**config.mk**
```make
export PLATFORM = sky130hd
export DESIGN_NAME = mem_bus_arbiter
export DESIGN_NICKNAME = d
export VERILOG_FILES = /design/src/rtl/mips_bus_pkg.sv /design/src/rtl/bus_rr_select.sv /design/src/rtl/mem_bus_arbiter.sv
export SDC_FILE = /design/constraint.sdc
export NUM_CORES = 1
export LEC_CHECK = 0
export CAP_MARGIN = 10
export CELL_PAD_IN_SITES_DETAIL_PLACEMENT = 0
export CELL_PAD_IN_SITES_GLOBAL_PLACEMENT = 1
export CORE_AREA = 2 2 105 107
export CTS_CLUSTER_DIAMETER = 120
export DETAILED_ROUTE_END_ITERATION = 16
export DIE_AREA = 0 0 107 109
export DONT_BUFFER_PORTS = 1
export PLACE_DENSITY = 0.39
export SETUP_SLACK_MARGIN = 0.02
export SLEW_MARGIN = 30
export SYNTH_ARGS = -nofsm -noshare
export SYNTH_HDL_FRONTEND = slang
export SYNTH_HIERARCHICAL = 1
export SYNTH_SLANG_ARGS = --single-unit
```
**constraint.sdc**
```tcl
create_clock -name clk -period 4.1 [get_ports clk]
set_clock_uncertainty 0.1 [all_clocks]
set_input_delay 1.23 -clock clk [delete_from_list [all_inputs] [get_ports clk]]
set_output_delay 1.23 -clock clk [all_outputs]
set_load 0.02 [all_outputs]
```
**src/rtl/mips_bus_pkg.sv**
```systemverilog
// Shared types and widths for the instruction/data memory bus arbiter.
// Grant ids double as the encoding of the last_grant register.
package mips_bus_pkg;

    localparam int ADDR_W = 32;
    localparam int DATA_W = 32;
    localparam int BE_W   = 4;

    localparam logic GNT_IF = 1'b0;
    localparam logic GNT_D  = 1'b1;

    typedef enum logic [1:0] {
        IDLE     = 2'd0,
        GRANT_IF = 2'd1,
        GRANT_D  = 2'd2
    } arb_state_e;

endpackage

```
**src/rtl/bus_rr_select.sv**
```systemverilog
// Two-way round-robin winner pick: on a tie the port not granted last wins.
module bus_rr_select
    import mips_bus_pkg::*;
(
    input  logic if_pending,
    input  logic d_pending,
    input  logic last_grant,
    output logic grant_valid,
    output logic grant_id
);

    always_comb begin
        grant_valid = if_pending | d_pending;
        grant_id    = GNT_IF;
        if (if_pending && d_pending) begin
            grant_id = ~last_grant;
        end else if (d_pending) begin
            grant_id = GNT_D;
        end
    end

endmodule

```
**src/rtl/mem_bus_arbiter.sv**
```systemverilog
// Arbitrates an instruction-fetch port and a data port onto one memory bus.
// Only the grant state and last_grant are stored; all data paths are muxes.
module mem_bus_arbiter
    import mips_bus_pkg::*;
#(
    parameter bit DATA_FIRST = 1'b0
) (
    input  logic              clk,
    input  logic              reset,

    input  logic [ADDR_W-1:0] if_address,
    input  logic              if_read,
    output logic [DATA_W-1:0] if_readdata,
    output logic              if_waitrequest,

    input  logic [ADDR_W-1:0] d_address,
    input  logic              d_read,
    input  logic              d_write,
    input  logic [DATA_W-1:0] d_writedata,
    input  logic [BE_W-1:0]   d_byteenable,
    output logic [DATA_W-1:0] d_readdata,
    output logic              d_waitrequest,

    output logic [ADDR_W-1:0] address,
    output logic              read,
    output logic              write,
    output logic [DATA_W-1:0] writedata,
    output logic [BE_W-1:0]   byteenable,
    input  logic [DATA_W-1:0] readdata,
    input  logic              waitrequest
);

    arb_state_e state_q, state_d;
    logic       last_grant_q, last_grant_d;
    logic       if_pending, d_pending;
    logic       grant_valid, grant_id;

    assign if_pending = if_read;
    assign d_pending  = d_read | d_write;

    bus_rr_select u_rr (
        .if_pending  (if_pending),
        .d_pending   (d_pending),
        .last_grant  (last_grant_q),
        .grant_valid (grant_valid),
        .grant_id    (grant_id)
    );

    always_comb begin
        state_d      = state_q;
        last_grant_d = last_grant_q;
        unique case (state_q)
            IDLE: begin
                if (grant_valid) begin
                    state_d = grant_id ? GRANT_D : GRANT_IF;
                end
            end
            GRANT_IF: begin
                if (!if_pending) begin
                    state_d = IDLE;
                end else if (!waitrequest && d_pending) begin
                    state_d = GRANT_D;
                end
            end
            GRANT_D: begin
                if (!d_pending) begin
                    state_d = IDLE;
                end else if (!waitrequest && if_pending) begin
                    state_d = GRANT_IF;
                end
            end
            default: state_d = IDLE;
        endcase
        if (state_d == GRANT_IF) begin
            last_grant_d = GNT_IF;
        end else if (state_d == GRANT_D) begin
            last_grant_d = GNT_D;
        end
    end

    always_ff @(posedge clk) begin
        if (reset) begin
            state_q      <= IDLE;
            last_grant_q <= ~DATA_FIRST;
        end else begin
            state_q      <= state_d;
            last_grant_q <= last_grant_d;
        end
    end

    assign if_readdata = readdata;
    assign d_readdata  = readdata;

    // A cycle with reset high never reports completion to the owner.
    always_comb begin
        address        = '0;
        read           = 1'b0;
        write          = 1'b0;
        writedata      = '0;
        byteenable     = '0;
        if_waitrequest = 1'b1;
        d_waitrequest  = 1'b1;
        unique case (state_q)
            IDLE: begin
            end
            GRANT_IF: begin
                address        = if_address;
                read           = if_read;
                byteenable     = '1;
                if_waitrequest = waitrequest | reset;
            end
            GRANT_D: begin
                address        = d_address;
                read           = d_read & ~d_write;
                write          = d_write;
                writedata      = d_writedata;
                byteenable     = d_byteenable;
                d_waitrequest  = waitrequest | reset;
            end
            default: begin
            end
        endcase
    end

endmodule

```
# Yosys cells after proc, flatten, opt, wreduce, memory -nomap -nowiden
# Index checks and enable logic that the tools add are counted.
# classes
reduce_logical	6
eq_ne	4
mux	18
n_bitwise	6
# op_table
operator	count
32-bit one-hot mux with 2 select lines	1
32-bit 2-to-1 mux	1
2-bit 2-to-1 mux	6
4-bit one-hot mux with 2 select lines	1
1-bit 2-to-1 mux	7
2-bit one-hot mux with 3 select lines	1
2-bit by 1-bit == test with 1-bit output (second input constant)	2
2-bit == test (second input constant)	2
1-bit logical AND	3
1-bit bitwise OR	3
2-bit zero test	1
1-bit NOT	2
1-bit one-hot mux with 2 select lines	1
2-bit nonzero test	1
1-bit bitwise AND	1
1-bit zero test	1
# word_totals
reg_bits	3
input_bits	138
output_inout_bits	136
word_cells	36

# Logic depth before layout (Yosys ltp)
# Gate-level depths: netlist (run 1).
# depth
ltp_word	9
depth_mapped	10
mapped_depth_nobuf	9

# Cells and area by module
# The synthesis (run 1) kept the hierarchy.
# by_module_without_submodules
module	instances	cells_each	area_each_um2	seq_area_each_um2
mem_bus_arbiter	1	220	1550.2	60.1
bus_rr_select	1	2	13.8	0.0

# Worst setup path before layout (run 1)
# Ideal clock, no wire load.
# synth_timing
path_type	input port to output port
start	input port d_address[14]
end	output port address[14]
arrival_time_ns	1.628
required_time_ns	2.770
path_buffers	0
stages	2
slack_ns	1.142
cell_sequence	a22oi_1 > nor2b_1
# synth_between
elab_chain_len	1
# synth_rtl
element	line	source
start: declaration	mem_bus_arbiter.sv:16	input logic [ADDR_W-1:0] d_address,
32-bit one-hot mux with 2 select lines	mem_bus_arbiter.sv:103	unique case (state_q)
end: declaration	mem_bus_arbiter.sv:24	output logic [ADDR_W-1:0] address,
# Every way passes these cells.

# Final worst setup path (run 1)
# layout_timing
start	register state_q[1]
end	output port address[8]
# layout_between
elab_chain_len	2
elab_cells_between_ends	3
cone_classes	eq/ne (2); mux (1)
# layout_rtl
element	line	source
start: declaration	mem_bus_arbiter.sv:33	arb_state_e state_q, state_d;
start signal: assignment	mem_bus_arbiter.sv:86	state_q <= state_d;
2-bit == test or 2-bit by 1-bit == test with 1-bit output (tied branches)	mem_bus_arbiter.sv:103	
32-bit one-hot mux with 2 select lines *	mem_bus_arbiter.sv:103	
# Every way passes the cells marked *; elsewhere a longest branch is shown, timed or not.

==> results of run 1 <==
[area by class of cell]
type	instances	area, um2	share of cell area, %
Timing Repair Buffer	4	42.5	3.31
Multi-Input combinational cell	137	951	74.0
Tap cell	140	175	13.6
Inverter	3	11.3	0.876
Sequential cell	3	60.1	4.67
Clock buffer	4	45.0	3.51
[metrics by stage]
step / util, % / total power [W] / instance area (um2) / worst slack (ns) / instances
global placement: 11.7 / 0.000379 / 1240 / 1.03 / 287
floorplan: - / 0.000416 / 1560 / 1.14 / 222
detailed placement: 11.7 / 0.000382 / 1240 / 0.968 / 287
finish: 12.1 / 0.000460 / 1280 / 0.760 / 291
global route: 12.1 / 0.000505 / 1280 / 0.598 / 291
CTS: 12.1 / 0.000471 / 1280 / 0.738 / 291
[final timing paths]
path,start,to,cells after the start
max,state_q[1],address[8],4
min,last_grant_q,last_grant_q,2
max reg2reg,state_q[1],last_grant_q,8
min reg2reg,last_grant_q,last_grant_q,2
[synth_stat cells (2+ instances only)]
| cell type | n | area, um2 |
|---|---|---|
| nand2b_1 | 2 | 12.5 |
| nand2_1 | 4 | 15.0 |
| buf_4 | 64 | 480 |
| a21oi_1 | 4 | 20.0 |
| inv_1 | 2 | 7.51 |
| and2_1 | 34 | 213 |
| dfxtp_1 | 3 | 60.1 |
| o21ai_1 | 2 | 10.0 |
| or2_1 | 2 | 12.5 |
| ha_1 | 5 | 62.6 |
| buf_2 | 6 | 30.0 |
| clkbuf_1 | 8 | 30.0 |
| a22oi_1 | 32 | 240 |
| nor2b_1 | 38 | 238 |
[metal layers]
layer / part of all wire [%] / GRT usage (%)
met5: 0 / 0
met3: 8.9 / 2.03
met4: 1.6 / 2.13
met2: 50 / 11.1
met1: 40 / 7.62
[critical path, stage by stage, from the launching register on]
cell,delay (ns)
dfxtp_1,0.41
ha_2,0.62
buf_12,0.27
a22oi_1,0.11
nor2b_1,0.37
[registers in the layout, summed over array words and instances, names as in the netlist]
name          cells
state_q           2
last_grant_q      1
[placed cells by master, fill, tap and decap left out, types with 2 or more instances in the layout]
cell / netlist / routed
o21ai_1: 2 / 2
or2_1: 2 / 2
nor2b_1: 38 / 38
nand2_1: 4 / 4
inv_1: 2 / 2
ha_1: 5 / 4
and2_1: 34 / 34
buf_4: 64 / 3
clkbuf_8: 0 / 3
nand2b_1: 2 / 2
a22oi_1: 32 / 32
a21oi_1: 4 / 4
dfxtp_1: 3 / 3
[logic make-up after synthesis]
group / share of synthesized area (%)
adders and majority gates: 4.00
AOI/OAI and AO/OA: 23.0
and+or+nand+nor: 32.3
muxes: 1.36
DFF: 3.84
buffers and inverters: 35.5
[power groups by stage]
stage	registers, W	logic (W)	clock network, W
after floorplan	0.0000398	0.000376	0
after global placement	0.0000418	0.000337	0
after detailed placement	0.0000419	0.000340	0
after CTS	0.0000416	0.000341	0.0000880
after global routing	0.0000423	0.000370	0.0000928
final	0.0000413	0.000334	0.0000847
==> impl_metrics.py, run 1 <==
metrics = {
    "status": {
        "status": "complete, no violations",
    },
    "timing": {
        "finalCritPeriodShare_pct": 81.5,
        "worst_pin_slew_ns": 0.598,
        "rsz0062_at_grt": "no",
        "hold_violations": 0,
        "fin_tns_setup_ns": 0,
        "finalCriticalPeriod_ns": 3.34,
        "slew_headroom_pct": 60.2,
        "max_freq_ghz": 0.299,
        "hold_ws_ns": 0.381,
        "drv_slew": 0,
        "finalSetupViolations": 0,
    },
    "finish": {
        "fillers": 1223,
        "drive_gt1_share_pct": 8.61,
        "nNetsFinal": 295,
        "n_antenna_cell": 0,
        "synthToLayoutAreaGrowth_pct": -17.8,
    },
    "global_route": {
        "grt_pass1_wl_mm": 5.66,
        "antenna_found_initial": 0,
        "grt_max_degree": 40,
        "grt_pass1_vias": 984,
        "gr-total-overflow": 0,
        "grt.total_usage_pct": 6.44,
    },
    "critical_path": {
        "start_kind": "flop",
        "cp.arrival_ns": 2.01,
        "cp_max_fo": 39,
        "reg2reg_slack_ns": 1.55,
        "critPathKind": "flop to output port",
        "cp-end-kind": "output port",
        "required_ns": 2.77,
    },
    "clock_network": {
        "cts_setup_buffers": 0,
        "numCtsBuffers": 3,
        "htree_num_levels": 1,
        "cts.sinks": 3,
        "ctsHoldBuffers": 0,
        "root_buffer": "clkbuf_8",
        "cts_buffer_depth": 2,
        "clk_latency_ns": 0.21,
        "cts_resized": 0,
        "tritoncts": "done",
        "clkTransAtPathRegs_ns": 0.03,
    },
    "routing": {
        "routedWlPerCell_um": 15.4,
        "wirelength_mm": 4.47,
        "ant_nets": 0,
        "vias_per_cell": 3.95,
        "route.vias.total": 1148,
        "drc_errors": 0,
        "drtIter0Drc": 34,
        "firstDrtPassIters": 4,
    },
    "floorplanning": {
        "fp.dieW_um": 107,
        "ios": 274,
        "rows": 38,
        "coreArea_um2": 10600,
        "start_util_pct": 14.8,
        "dieHeight_um": 109,
        "dieArea_um2": 11700,
    },
    "synth": {
        "synth_edf_count": 0,
        "yosys_warnings": 6,
        "yosysSeqAreaShare_pct": 3.84,
        "async_flop_share_pct": 0,
        "syn_nets": 365,
        "synth_cell_type_count": 30,
        "synth_area_um2": 1560,
        "avgSynthCellArea_um2": 7.05,
        "ys_ff_latch": 3,
        "synth_flop_cell": "dfxtp_1",
        "syn_inst": 222,
    },
    "power_and_ir_drop": {
        "p_leak_nw": 0.372,
        "max-vdd-ir-drop_mv": 0.214,
        "power_density_nw_per_um2": 358,
        "intPower_w": 0.000217,
        "pwr-share-comb_pct": 72.6,
        "switchingPower_w": 0.000243,
        "p_seq_share_pct": 9.0,
        "swShare_pct": 52.8,
        "power.share.clock_pct": 18.4,
    },
    "hold_path": {
        "hp-class": "flop to flop",
    },
    "flow_run": {
        "cap_violations": 0,
    },
    "placed_design": {
        "hpwl_mm": 3.64,
        "gp_congestion": 0.718,
        "io_buffers": 0,
    },
}
No activity file was read; power rests on OpenSTA's default activity.
==> run 2: changes to the inputs <==
--- a/config.mk
+++ b/config.mk
@@ -8,10 +8,10 @@
 export CAP_MARGIN = 10
 export CELL_PAD_IN_SITES_DETAIL_PLACEMENT = 0
 export CELL_PAD_IN_SITES_GLOBAL_PLACEMENT = 1
-export CORE_AREA = 2 2 105 107
+export CORE_AREA = 2 2 108 110
 export CTS_CLUSTER_DIAMETER = 120
 export DETAILED_ROUTE_END_ITERATION = 16
-export DIE_AREA = 0 0 107 109
+export DIE_AREA = 0 0 110 112
 export DONT_BUFFER_PORTS = 1
 export PLACE_DENSITY = 0.39
 export SETUP_SLACK_MARGIN = 0.02
==> constraint.sdc (replaced) <==
create_clock -name clk -period 2.94 [get_ports clk]
set_clock_uncertainty 0.1 [all_clocks]
set_input_delay 0.882 -clock clk [delete_from_list [all_inputs] [get_ports clk]]
set_output_delay 0.882 -clock clk [all_outputs]
set_load 0.02 [all_outputs]
==> run 2 against run 1 <==
Net effect:
- core utilization up 2.3 points
- worst setup slack worse by 0.51 ns
- combinational power up 64%
- final cell count up 14%
- wire length up 9.1%
- die area up 5.6%
- non-clock buffer count up 38
- sequential share of layout area down 0.94 points
- critical endpoint is now address[24]
==> impl_metrics.py, run 2 (synthesis results as in run 1) <==
metrics = {
    "finish": {
        "regArea_um2": 60.1,
        "nNetsFinal": 333,
        "fillers": 1286,
        "largest_reg_flops": 2,
        "max_flop_register": "state_q",
        "post-route-util_pct": 14.4,
        "multi_input_area_um2": 951,
        "synthToLayoutAreaGrowth_pct": 2.80,
        "drive_gt1_share_pct": 27.0,
        "n_antenna_cell": 0,
        "layout.cells.most_common_list": "buf_4, nor2b_1, and2_1",
        "finalInstanceArea_um2": 1610,
        "layout_commonest_cell": "buf_4",
        "reg_top3": "state_q: 2 flops, last_grant_q: 1 flops",
    },
    "hold_path": {
        "holdPathStages": 2,
        "hold_end": "last_grant_q",
        "worstHoldStart": "last_grant_q",
        "hp-class": "flop to flop",
    },
    "timing": {
        "finalSetupViolations": 0,
        "slew_headroom_pct": 75.5,
        "drv_slew": 0,
        "max_freq_ghz": 0.372,
        "hold_violations": 0,
        "finalCritPeriodShare_pct": 91.4,
        "rsz0062_at_grt": "no",
        "fin_tns_setup_ns": 0,
        "worst_pin_slew_ns": 0.368,
        "finalCriticalPeriod_ns": 2.69,
    },
    "critical_path": {
        "r2r-start": "state_q[1]",
        "slowest_stage": "dfxtp_1",
        "required_ns": 1.96,
        "cp.arrival_ns": 1.70,
        "critPathKind": "flop to output port",
        "r2r_cells": 8,
        "cp-end-kind": "output port",
        "r2r-end": "last_grant_q",
        "reg2reg_slack_ns": 0.64,
        "path_buf_inv": 3,
        "cpPeakStageDelay_ns": 0.36,
        "critPathTopFamily": "buffers and inverters",
        "start_kind": "flop",
        "crit_path_cell_trace": "inv_1 > ha_1 > buf_4 > a22oi_1 > nor2b_1 > buf_4",
        "cp_max_fo": 26,
        "crit_path_frequent_cell": "buf_4",
    },
    "routing": {
        "wirelength_mm": 4.88,
        "drc_errors": 0,
        "route.vias.total": 1287,
        "routedWlPerCell_um": 14.7,
        "ant_nets": 0,
        "vias_per_cell": 3.88,
        "firstDrtPassIters": 4,
        "drtIter0Drc": 49,
    },
    "clock_network": {
        "cts.sinks": 3,
        "cts_resized": 0,
        "ctsHoldBuffers": 0,
        "cts_setup_buffers": 0,
        "numCtsBuffers": 3,
        "cts_buffer_depth": 2,
        "tritoncts": "done",
        "htree_num_levels": 1,
        "root_buffer": "clkbuf_16",
        "clk_latency_ns": 0.22,
        "clkTransAtPathRegs_ns": 0.03,
    },
    "global_route": {
        "grt_pass1_wl_mm": 6.56,
        "antenna_found_initial": 0,
        "gr-total-overflow": 0,
        "grt_max_degree": 39,
        "grt.total_usage_pct": 6.93,
        "grt_pass1_vias": 1221,
    },
    "placed_design": {
        "io_buffers": 0,
        "post_dp_cell_area_um2": 1530,
        "gp_congestion": 0.707,
        "hpwl_mm": 3.91,
    },
    "power_and_ir_drop": {
        "power_density_nw_per_um2": 511,
        "p_leak_nw": 0.592,
        "max-vdd-ir-drop_mv": 0.359,
    },
    "floorplanning": {
        "start_util_pct": 14.0,
        "dieHeight_um": 112,
        "dieArea_um2": 12300,
        "coreArea_um2": 11200,
        "fp.dieW_um": 110,
        "ios": 274,
        "rows": 39,
    },
    "flow_run": {
        "cap_violations": 0,
    },
    "status": {
        "status": "complete, no violations",
    },
}
==> run 2: changes by cell type in the layout (fill, tap and decap cells not counted) <==
cell	change
buf_4	+38
clkbuf_16	+3
clkbuf_8	-3
==> run 2: routing by layer <==
| layer | vias up | wire length (um) | GRT usage [%] |
|---|---|---|---|
| met5 | - | 0 | 0 |
| met4 | 0 | 157 | 3.04 |
| met3 | 28 | 472 | 2.05 |
| met2 | 86 | 2380 | 11.8 |
| met1 | 563 | 1860 | 7.88 |
| li1 | 610 | - | - |
==> run 2: tightest hold or removal path, cell delays in order (launching register included) <==
cell and delay, ns:
dfxtp_1 0.32, mux2i_1 0.07, nand2b_1 0.06
==> run 2: how the worst max path moves through the flow <==
stage / from / end / cells after the start
floorplan: d_read / last_grant_q / 8
global placement: d_read / last_grant_q / 8
detailed placement: d_read / last_grant_q / 8
CTS: state_q[1] / address[24] / 6
global route: state_q[1] / address[11] / 6
finish: state_q[1] / address[24] / 6
==> run 2: metrics by stage <==
| stage | hold slack [ns] | std cells | power (W) | setup WS [ns] |
|---|---|---|---|---|
| 6_report | 0.389 | 332 | 0.000822 | 0.253 |
| 5_1_grt | 0.416 | 332 | 0.000891 | 0.0779 |
| 4_1_cts | 0.398 | 332 | 0.000841 | 0.230 |
| 3_5_place_dp | 0.391 | 328 | 0.000618 | 0.215 |
| 3_3_place_gp | 0.396 | 328 | 0.000614 | 0.250 |
| 2_1_floorplan | 0.348 | 222 | 0.000579 | 0.343 |
==> run 2: power by group <==
| part | leakage, nW | total [W] | switching (W) | internal, W |
|---|---|---|---|---|
| Clock | 0.0382 | 0.000217 | 0.0000376 | 0.000179 |
| Combinational | 0.529 | 0.000548 | 0.000321 | 0.000227 |
| Sequential | 0.0247 | 0.0000575 | 0.00000833 | 0.0000492 |
==> run 2: cell type report <==
type	instances	share of cell area [%]
multi-input cells	137	59.1
repair buffers	42	20.4
well taps	143	11.1
clock buffers	4	4.90
flip-flops and latches	3	3.74
inverters	3	0.700
